[src/rtl/write_full_ctrl.sv]
// write_full_ctrl: write-side pointer and flag controller for an asynchronous FIFO.
// Keeps the binary and Gray write pointers and drives the RAM write address and enable.
// It also produces a registered full flag, an almost-full flag, a pessimistic fill level
// and a sticky overflow flag. All of these are derived from the read pointer, which has
// already been synchronised into the write clock domain.
// FIFO_addr_size is log2 of the FIFO depth, with a legal range of 2..12.
module write_full_ctrl #(
    parameter int FIFO_addr_size = 4
) (
    input  logic                      clk_w,
    input  logic                      rst_w,
    input  logic                      w_en,
    input  logic [FIFO_addr_size:0]   r_pointer_gray_sync,
    input  logic [FIFO_addr_size:0]   afull_level,
    input  logic                      ovf_clr,
    output logic                      w_ack,
    output logic [FIFO_addr_size-1:0] w_addr,
    output logic [FIFO_addr_size:0]   w_pointer_gray,
    output logic                      full,
    output logic                      almost_full,
    output logic [FIFO_addr_size:0]   wr_level,
    output logic                      overflow
);

    localparam int PW = FIFO_addr_size + 1;

    // Binary to reflected Gray code.
    function automatic logic [PW-1:0] bin2gray(input logic [PW-1:0] b);
        return (b >> 1) ^ b;
    endfunction

    // Reflected Gray code to binary, resolved from the MSB downwards.
    function automatic logic [PW-1:0] gray2bin(input logic [PW-1:0] g);
        logic [PW-1:0] b;
        b[PW-1] = g[PW-1];
        for (int i = PW - 2; i >= 0; i--) begin
            b[i] = b[i+1] ^ g[i];
        end
        return b;
    endfunction

    logic [PW-1:0] w_bin_q,  w_bin_d;
    logic [PW-1:0] w_gray_q, w_gray_d;
    logic          full_q,   full_d;
    logic          afull_q,  afull_d;
    logic [PW-1:0] level_q,  level_d;
    logic          ovf_q,    ovf_d;

    logic          w_ack_s;
    logic [PW-1:0] r_bin_s;
    logic [PW-1:0] full_cmp_s;

    // Accept a write only when not full and not held in reset.
    assign w_ack_s = w_en & ~full_q & rst_w;

    // Next-state computation. The pointer advances first, and then every flag is
    // derived from the advanced pointer. This gives zero-cycle flag latency after
    // the last write.
    always_comb begin
        w_bin_d    = w_bin_q + {{(PW-1){1'b0}}, w_ack_s};
        w_gray_d   = bin2gray(w_bin_d);
        r_bin_s    = gray2bin(r_pointer_gray_sync);
        // The FIFO is full when the write pointer is exactly one lap ahead of the
        // read pointer. In Gray code, that means the top two bits differ and the
        // remaining bits are equal.
        full_cmp_s = {~r_pointer_gray_sync[PW-1:PW-2], r_pointer_gray_sync[PW-3:0]};
        full_d     = (w_gray_d == full_cmp_s);
        // The subtraction is modulo 2^PW. The read pointer never passes the write
        // pointer, so the difference never underflows. It can only overstate the
        // fill level, because the read pointer is seen late.
        level_d    = w_bin_d - r_bin_s;
        if (afull_level != {PW{1'b0}}) begin
            afull_d = (level_d >= afull_level);
        end else begin
            afull_d = 1'b0;
        end
        // An attempted write while full sets the overflow flag, and a set in the
        // same cycle as a clear takes priority.
        if (w_en && full_q) begin
            ovf_d = 1'b1;
        end else if (ovf_clr) begin
            ovf_d = 1'b0;
        end else begin
            ovf_d = ovf_q;
        end
    end

    // State registers with synchronous active-low reset.
    always_ff @(posedge clk_w) begin
        if (!rst_w) begin
            w_bin_q  <= {PW{1'b0}};
            w_gray_q <= {PW{1'b0}};
            full_q   <= 1'b0;
            afull_q  <= 1'b0;
            level_q  <= {PW{1'b0}};
            ovf_q    <= 1'b0;
        end else begin
            w_bin_q  <= w_bin_d;
            w_gray_q <= w_gray_d;
            full_q   <= full_d;
            afull_q  <= afull_d;
            level_q  <= level_d;
            ovf_q    <= ovf_d;
        end
    end

    assign w_ack          = w_ack_s;
    assign w_addr         = w_bin_q[FIFO_addr_size-1:0];
    assign w_pointer_gray = w_gray_q;
    assign full           = full_q;
    assign almost_full    = afull_q;
    assign wr_level       = level_q;
    assign overflow       = ovf_q;

endmodule
[config.mk]
export PLATFORM = sky130hd
export DESIGN_NAME = write_full_ctrl
export DESIGN_NICKNAME = d
export VERILOG_FILES = /design/src/rtl/write_full_ctrl.sv
export SDC_FILE = /design/constraint.sdc
export NUM_CORES = 1
export LEC_CHECK = 0
export BUFFER_PORTS_ARGS = -buffer_cell sky130_fd_sc_hd__buf_4
export CAP_MARGIN = 25
export CORE_MARGIN = 2
export CORE_UTILIZATION = 52
export CTS_BUF_LIST = sky130_fd_sc_hd__clkbuf_4 sky130_fd_sc_hd__clkbuf_8
export DETAILED_ROUTE_END_ITERATION = 12
export GPL_ROUTABILITY_DRIVEN = 0
export PLACE_DENSITY = 0.81
export SETUP_SLACK_MARGIN = 0.4
export SKIP_CTS_REPAIR_TIMING = 1
export SLEW_MARGIN = 5
export SYNTH_ARGS = -nofsm -noshare
export SYNTH_HDL_FRONTEND = slang
export SYNTH_SLANG_ARGS = --single-unit
export TNS_END_PERCENT = 100
[constraint.sdc]
create_clock -name clk_w -period 3.1 [get_ports clk_w]
set_input_delay 0.465 -clock clk_w [delete_from_list [all_inputs] [get_ports clk_w]]
set_output_delay 0.465 -clock clk_w [all_outputs]
set_load 0.03 [all_outputs]
==> results of run 1 <==
path summary, 6_finish.rpt:
check                                end  slack, ps  cells past startpoint
setup / recovery  almost_full$_SDFF_PN0_        410                     14
hold / removal     overflow$_SDFFE_PN0P_        430                      3
setup reg to reg  almost_full$_SDFF_PN0_        460                     11
hold reg to reg    overflow$_SDFFE_PN0P_        490                      2
flip-flops by register name, summed over array words and instances (netlist names):
register and flops:
wr_level 5, overflow 1, w_pointer_gray 4, almost_full 1
w_bin_q 5, full 1
Yosys cell counts, drive strengths merged:
library cell,count,area (µm²)
or4,1,7.51
mux2,1,11.3
a31oi,1,6.26
a21o,2,15.0
and3b,1,8.76
xnor3,1,22.5
xnor2,12,105
a21oi,5,25.0
clkbuf,1,3.75
fa,1,20.0
a21boi,1,7.51
nand2,3,11.3
inv,10,37.5
ha,11,138
xor2,9,86.3
o221ai,1,8.76
and3,1,6.26
nor3,1,5.00
nor4b,1,15.0
and2,12,76.3
nor2b,4,25.0
nand2b,2,12.5
dfxtp,17,340
o21ai,2,10.0
nand3,2,10.0
nor2,1,3.75
power by group through the flow:
stage / clock network, µW / registers, µW / logic, µW
after global routing: 135 / 248 / 304
after CTS: 124 / 247 / 256
after detailed placement: 0 / 252 / 252
final: 122 / 247 / 278
after floorplan: 0 / 294 / 130
after global placement: 0 / 251 / 243
area by class of cell:
type	instances	area [µm²]
tap	27	33.8
inverter	10	37.5
clock buffer	3	22.5
multi-input combinational	76	721
timing repair buffer	39	293
fill	137	448
clock inverter	1	5.00
sequential	17	342
stage by stage:
stage	cell area (µm²)	setup TNS, ps
2_1_floorplan	1070	0
3_3_place_gp	1350	0
3_5_place_dp	1350	-59.6
4_1_cts	1370	0
5_1_grt	1450	0
6_report	1450	0
worst min-delay path, cell delays in order:
cell,delay (ps)
buf_4,70
nand2b_1,80
a21boi_0,70
logic make-up after synthesis:
group | count (synthesis) | synth area share, %
adders and majority gates | 12 | 15.5
muxes | 1 | 1.11
AOI/OAI and AO/OA | 12 | 7.12
DFF | 17 | 33.4
and+or+nand+nor | 29 | 17.8
xor gates and xnor gates | 22 | 21.0
buffers and inverters | 11 | 4.05
routing by layer:
layer	wire (µm)	share of wire [%]	track usage, %
met3	64	2.9	4.81
met2	1150	51	33.4
met1	978	44	24.2
met4	41	1.8	9.19
met5	0	0	0
==> results.cfg, run 1 <==
[outcome]
status = finished, final reports clean

[logic_synthesis]
syn_area_mm2 = 0.00102
yosys_warnings = 0
ys_seq_area_share_pct = 33.4
avgSynthCellArea_um2 = 9.79
postSynthCellCount = 104
yosysUniqueCellTypes = 29
ys_seq_elements = 17
synth_fp_nets = 130

[timing]
slew_violations = 0
rsz0062_at_grt = yes
worst_pin_slew_ps = 366
hold_violations = 0
hold_ws_ps = 425
post-route-min-period_ps = 2690
slew_headroom_pct = 75.4
fin_worst_skew_ps = 2.85
timing.final.crit_share_pct = 86.7
setup_ws_ps = 411
max_freq_ghz = 0.372
finalSetupViolCount = 0

[setup_path]
cp-start-kind = input port
crit_family = XOR/XNOR gates
cp_max_fo = 3
cp.required_ps = 3300
crit_type = input port to flop
reg2reg_from = full$_SDFF_PN0_
worst_ep_arrival_time_ps = 2890
cpMaxStageDelayCell = ha_1
worst_path_most_repeated_cell = xor2_2
path_buf_inv = 2
max_stage_delay_ps = 260
crit_path_end_kind = flop
worstPathCellList = buf_4 > xnor2_4 > xor2_2 > xor2_2 > xnor2_1 > ha_2 > fa_2 > inv_1 > a21o_1 > a21oi_2 > xnor2_2 > ha_1 > o221ai_2 > a21oi_1
crit_start = r_pointer_gray_sync[4]

[placed_design]
place_ws_ps = -59.6
dp_hpwl_mm = 1.61
portBuffers = 31
dp_cells = 162

[clocking]
cts_tree = yes
clk_pin_slew_worst_paths_ps = 100
numCtsBuffers = 3
cts_sinks = 17
insertion_delay_ps = 300
clockBufferDepth = 2
cts-root-buf = clkbuf_4
htree_levels = 1

[layout]
fin_cells = 173
drive_gt1_share_pct = 40.4
utilization_pct = 76.4
layout_commonest_cell = buf_4
layout_common_cells = buf_4 (39), dfxtp_1 (16), and2_1 (11)
areaGrowthSynthToFinish_pct = 42.8
layout.nets = 173
antenna_cells = 0

[floorplan]
core_area_mm2 = 0.00190
start_util_pct = 53.6
dieHeight_um = 48.3
io_pins = 32
die-width_um = 48.3
die_area_mm2 = 0.00233
num_rows = 16

[drt]
first_pass_iters = 4
postRouteAntennaNets = 0
wl_per_cell_um = 12.9
wl_mm = 2.24
drc = 0
vias = 827
via_per_inst = 4.78
drtIter0Drc = 7

[pwr]
netSwitchingPower_uw = 226
power.total_uw = 646
ir_drop_mv = 0.424
p_comb_share_pct = 43.0
leakagePower_uw = 0.000722
clockPowerShare_pct = 18.9
p_seq_share_pct = 38.2
p_int_uw = 420
p_sw_share_pct = 34.9
power.density_mw_per_mm2 = 445

[grt]
grt_antenna_before_repair = 0
overflow = 0
grt_max_degree = 18
grt_pass1_vias = 735
grt_use_total_pct = 20.0
grt_pass1_wl_mm = 3.15

[min_path]
hold_class = input port to flop
hp-start = ovf_clr

[flow_run]
maxCapViolations = 0
(Power assumes the default switching activity.)
==> inputs of run 2 (changes only) <==
--- a/config.mk
+++ b/config.mk
@@ -13,6 +13,7 @@
 export DETAILED_ROUTE_END_ITERATION = 12
 export GPL_ROUTABILITY_DRIVEN = 0
 export PLACE_DENSITY = 0.81
+export REMOVE_ABC_BUFFERS = 1
 export SETUP_SLACK_MARGIN = 0.4
 export SKIP_CTS_REPAIR_TIMING = 1
 export SLEW_MARGIN = 5
==> run 2 against run 1 <==
Final area shrank 1.5%. Sequential power is essentially flat. Clock power shrank 4%. Core utilization shrank 1.2 points. Combinational power is essentially flat. Die area is the same. Fmax grew 1.3%. First-iteration DRC count grew to 2.9 times the previous value. Routed wire length shrank 7.2%. Non-clock buffer count is the same. Critical endpoint unchanged. Highest routed layer unchanged.
==> results.cfg, run 2 (synthesis results as in run 1) <==
[layout]
layout_commonest_cell = buf_4
drive_gt1_share_pct = 38.4
fillCellCount = 135
layout.nets = 173
layout_common_cells = buf_4 (37), dfxtp_1 (17), and2_1 (11)
utilization_pct = 75.3
multiInputGateArea_um2 = 688
seqCellArea_um2 = 340
areaGrowthSynthToFinish_pct = 40.5
antenna_cells = 0

[setup_path]
crit_family = adder cells
crit_start = full$_SDFF_PN0_
reg2reg_from = full$_SDFF_PN0_
rrSetupSlack_ps = 450
cp_num_cells = 11
r2r_cells = 11
endpoint = almost_full$_SDFF_PN0_
cpMaxStageDelayCell = dfxtp_1
cp-start-kind = flop
cp.required_ps = 3290
crit_type = flop to flop
cp_max_fo = 4
worst_ep_arrival_time_ps = 2840
max_stage_delay_ps = 360
worstPathCellList = and3b_1 > ha_2 > ha_1 > xor2_2 > ha_1 > a21o_1 > a21oi_2 > xnor2_2 > ha_1 > o221ai_2 > a21oi_1
r2r_end = almost_full$_SDFF_PN0_
worst_path_most_repeated_cell = ha_1
crit_path_end_kind = flop
path_buf_inv = 0

[timing]
post-route-min-period_ps = 2650
rsz0062_at_grt = yes
tns_ps = 0
finalSetupViolCount = 0
hold_violations = 0
worst_pin_slew_ps = 363
max_freq_ghz = 0.377
hold_ws_ps = 439
timing.final.crit_share_pct = 85.6
slew_headroom_pct = 75.6
slew_violations = 0
fin_worst_skew_ps = 0.274

[grt]
grt_max_degree = 18
grt_use_total_pct = 18.9
overflow = 0
grt_pass1_vias = 715
grt_antenna_before_repair = 0
grt_pass1_wl_mm = 2.98

[floorplan]
die-width_um = 48.3
die_area_mm2 = 0.00233
core_area_mm2 = 0.00190
start_util_pct = 53.6
dieHeight_um = 48.3
io_pins = 32
num_rows = 16

[drt]
wl_mm = 2.07
wl_per_cell_um = 12.0
vias = 840
postRouteAntennaNets = 0
drtIter0Drc = 20
met2_length_mm = 1.07
wl_met3_um = 71
via_per_inst = 4.86
first_pass_iters = 4
wl_met1_um = 902
drc = 0
dr.max_layer_used = met4

[pwr]
ir_drop_mv = 0.315
power.density_mw_per_mm2 = 445
power.total_uw = 637
leakagePower_uw = 0.000723

[clocking]
clockBufferDepth = 2
cts_sinks = 17
insertion_delay_ps = 280
numCtsBuffers = 3
cts_tree = yes
clk_pin_slew_worst_paths_ps = 100
htree_levels = 1
cts-root-buf = clkbuf_4

[flow_run]
maxCapViolations = 0

[placed_design]
portBuffers = 31
dp_hpwl_mm = 1.58

[outcome]
status = finished, final reports clean

[min_path]
hold-path-cell-count = 3
hold_class = input port to flop
-- run 2: cell type report --
cell class | count | area share, %
repair buffers | 39 | 21.2
clock buffers | 3 | 1.57
well taps | 27 | 2.36
inverters | 10 | 2.62
clock inverters | 1 | 0.350
multi-input cells | 76 | 48.1
flip-flops and latches | 17 | 23.8
-- run 2: worst min-delay path by stage --
stage / start / to / slack (ps)
global route: w_en / overflow$_SDFFE_PN0P_ / 460
floorplan: rst_w / w_bin_q[0]$_SDFF_PN0_ / 590
CTS: w_en / overflow$_SDFFE_PN0P_ / 440
detailed placement: full$_SDFF_PN0_ / overflow$_SDFFE_PN0P_ / 470
global placement: full$_SDFF_PN0_ / overflow$_SDFFE_PN0P_ / 470
finish: w_en / overflow$_SDFFE_PN0P_ / 440
-- run 2: layer usage --
layer,vias to the layer above,GRT usage (%)
met4,0,8.11
met3,4,3.33
li1,421,-
met1,396,23.9
met2,19,31.3
met5,-,0
-- run 2: power by group --
group	internal [µW]	leakage, µW	switching (µW)	total (µW)
Clock	47.9	0.0000177	68.7	117
Sequential	239	0.000139	5.58	245
Combinational	131	0.000567	144	275
-- run 2: per-stage QoR --
| stage | cells | area (µm²) | setup WS [ps] |
|---|---|---|---|
| finish | 173 | 1430 | 445 |
| global route | 173 | 1430 | 327 |
| CTS | 171 | 1350 | 206 |
| detailed placement | 167 | 1330 | -24.3 |
| global placement | 167 | 1330 | 88.9 |
| floorplan | 103 | 1010 | 85.7 |
-- run 2: tightest hold or removal path, cell delays in order --
cell and delay, ps:
buf_4 110, nand2_1 50, a21boi_0 60
==> inputs of run 3 (changes only) <==
--- a/config.mk
+++ b/config.mk
@@ -13,6 +13,7 @@
 export DETAILED_ROUTE_END_ITERATION = 12
 export GPL_ROUTABILITY_DRIVEN = 0
 export PLACE_DENSITY = 0.81
+export RECOVER_POWER = 25
 export REMOVE_ABC_BUFFERS = 1
 export SETUP_SLACK_MARGIN = 0.4
 export SKIP_CTS_REPAIR_TIMING = 1
==> run 3 against run 2 <==
Routed wire length grew 0.29%. Worst setup slack got worse by 65 ps. Total power is 1.4% lower. Critical endpoint unchanged. Fmax shrank 2.4%.
==> results.cfg, run 3 (synthesis results as in run 1) <==
[clocking]
numCtsBuffers = 3
htree_levels = 1
cts_tree = yes
cts_sinks = 17
clk_pin_slew_worst_paths_ps = 100
insertion_delay_ps = 280
clockBufferDepth = 2
cts-root-buf = clkbuf_4

[timing]
tns_ps = 0
hold_violations = 0
finalSetupViolCount = 0
slew_headroom_pct = 62.3
timing.final.crit_share_pct = 87.8
hold_ws_ps = 441
slew_violations = 0
post-route-min-period_ps = 2720
max_freq_ghz = 0.368
rsz0062_at_grt = yes
worst_pin_slew_ps = 566
fin_worst_skew_ps = 0.274

[grt]
overflow = 0
grt_pass1_wl_mm = 2.98
grt_use_total_pct = 18.9
grt_pass1_vias = 715
grt_max_degree = 18
grt_antenna_before_repair = 0

[setup_path]
cp.required_ps = 3290
cpMaxStageDelayCell = dfxtp_1
crit_path_end_kind = flop
max_stage_delay_ps = 360
cp_max_fo = 4
worst_path_most_repeated_cell = ha_1
worstPathCellList = and3b_1 > ha_1 > ha_1 > xor2_2 > ha_1 > a21o_1 > a21oi_2 > xnor2_2 > ha_1 > o221ai_2 > a21oi_1
cp-start-kind = flop
crit_type = flop to flop
worst_ep_arrival_time_ps = 2910

[pwr]
clockPowerShare_pct = 18.6
power.density_mw_per_mm2 = 448
p_comb_share_pct = 42.5
p_sw_share_pct = 34.8
leakagePower_uw = 0.000698
p_seq_share_pct = 39.0
ir_drop_mv = 0.302
p_int_uw = 409
netSwitchingPower_uw = 218

[drt]
first_pass_iters = 4
drtIter0Drc = 19
postRouteAntennaNets = 0
wl_per_cell_um = 12.0
wl_mm = 2.08
drc = 0
vias = 840
via_per_inst = 4.86

[floorplan]
dieHeight_um = 48.3
num_rows = 16
io_pins = 32
start_util_pct = 53.6
die_area_mm2 = 0.00233
core_area_mm2 = 0.00190
die-width_um = 48.3

[placed_design]
portBuffers = 31
dp_hpwl_mm = 1.58
place_area_mm2 = 0.00133

[layout]
antenna_cells = 0
layout_common_cells = buf_4 (30), dfxtp_1 (17), and2_1 (11)
areaGrowthSynthToFinish_pct = 37.7
layout_commonest_cell = buf_4
drive_gt1_share_pct = 32.9
layout.nets = 173
fin_area_mm2 = 0.00140

[flow_run]
maxCapViolations = 0

[min_path]
hold_class = input port to flop

[outcome]
status = finished, final reports clean
run 3: through the flow:
step	setup slack, ps	std cells	utilization [%]	total power, µW
floorplan	85.7	103	-	414
global placement	88.9	167	69.7	491
global route	271	173	73.8	678
detailed placement	-24.3	167	69.7	498
CTS	206	171	71.2	617
finish	380	173	73.8	628
run 3: power groups by stage:
stage,registers (µW),logic [µW],clock network [µW]
finish,245,267,117
global route,247,299,132
CTS,245,251,121
detailed placement,250,248,0
global placement,250,240,0
floorplan,293,121,0
run 3: area by class of cell:
cell class / count / area [µm²]
well taps: 27 / 33.8
clock buffers: 3 / 22.5
fillers: 143 / 499
clock inverters: 1 / 5.00
repair buffers: 39 / 278
inverters: 10 / 37.5
multi-input cells: 76 / 686
flip-flops and latches: 17 / 340
run 3: critical path: cells and delay by family (launching register included):
family | cells | cell delay (ps)
adders and majority gates | 4 | 1180
and+or+nand+nor | 1 | 200
DFF | 1 | 360
xor gates and xnor gates | 2 | 290
AOI/OAI and AO/OA | 4 | 580
run 3: per-layer routing:
| layer | vias to the layer above | global-route usage [%] | share of wire [%] |
|---|---|---|---|
| li1 | 421 | - | - |
| met3 | 4 | 3.33 | 3.4 |
| met4 | 0 | 8.11 | 1.5 |
| met5 | - | 0 | 0 |
| met1 | 396 | 23.9 | 44 |
| met2 | 19 | 31.3 | 51 |
run 3: final timing paths:
check	slack, ps	cells after the start	to	startpoint
max	380	11	almost_full$_SDFF_PN0_	full$_SDFF_PN0_
max reg2reg	380	11	almost_full$_SDFF_PN0_	full$_SDFF_PN0_
min reg2reg	480	2	overflow$_SDFFE_PN0P_	full$_SDFF_PN0_
min	440	3	overflow$_SDFFE_PN0P_	w_en
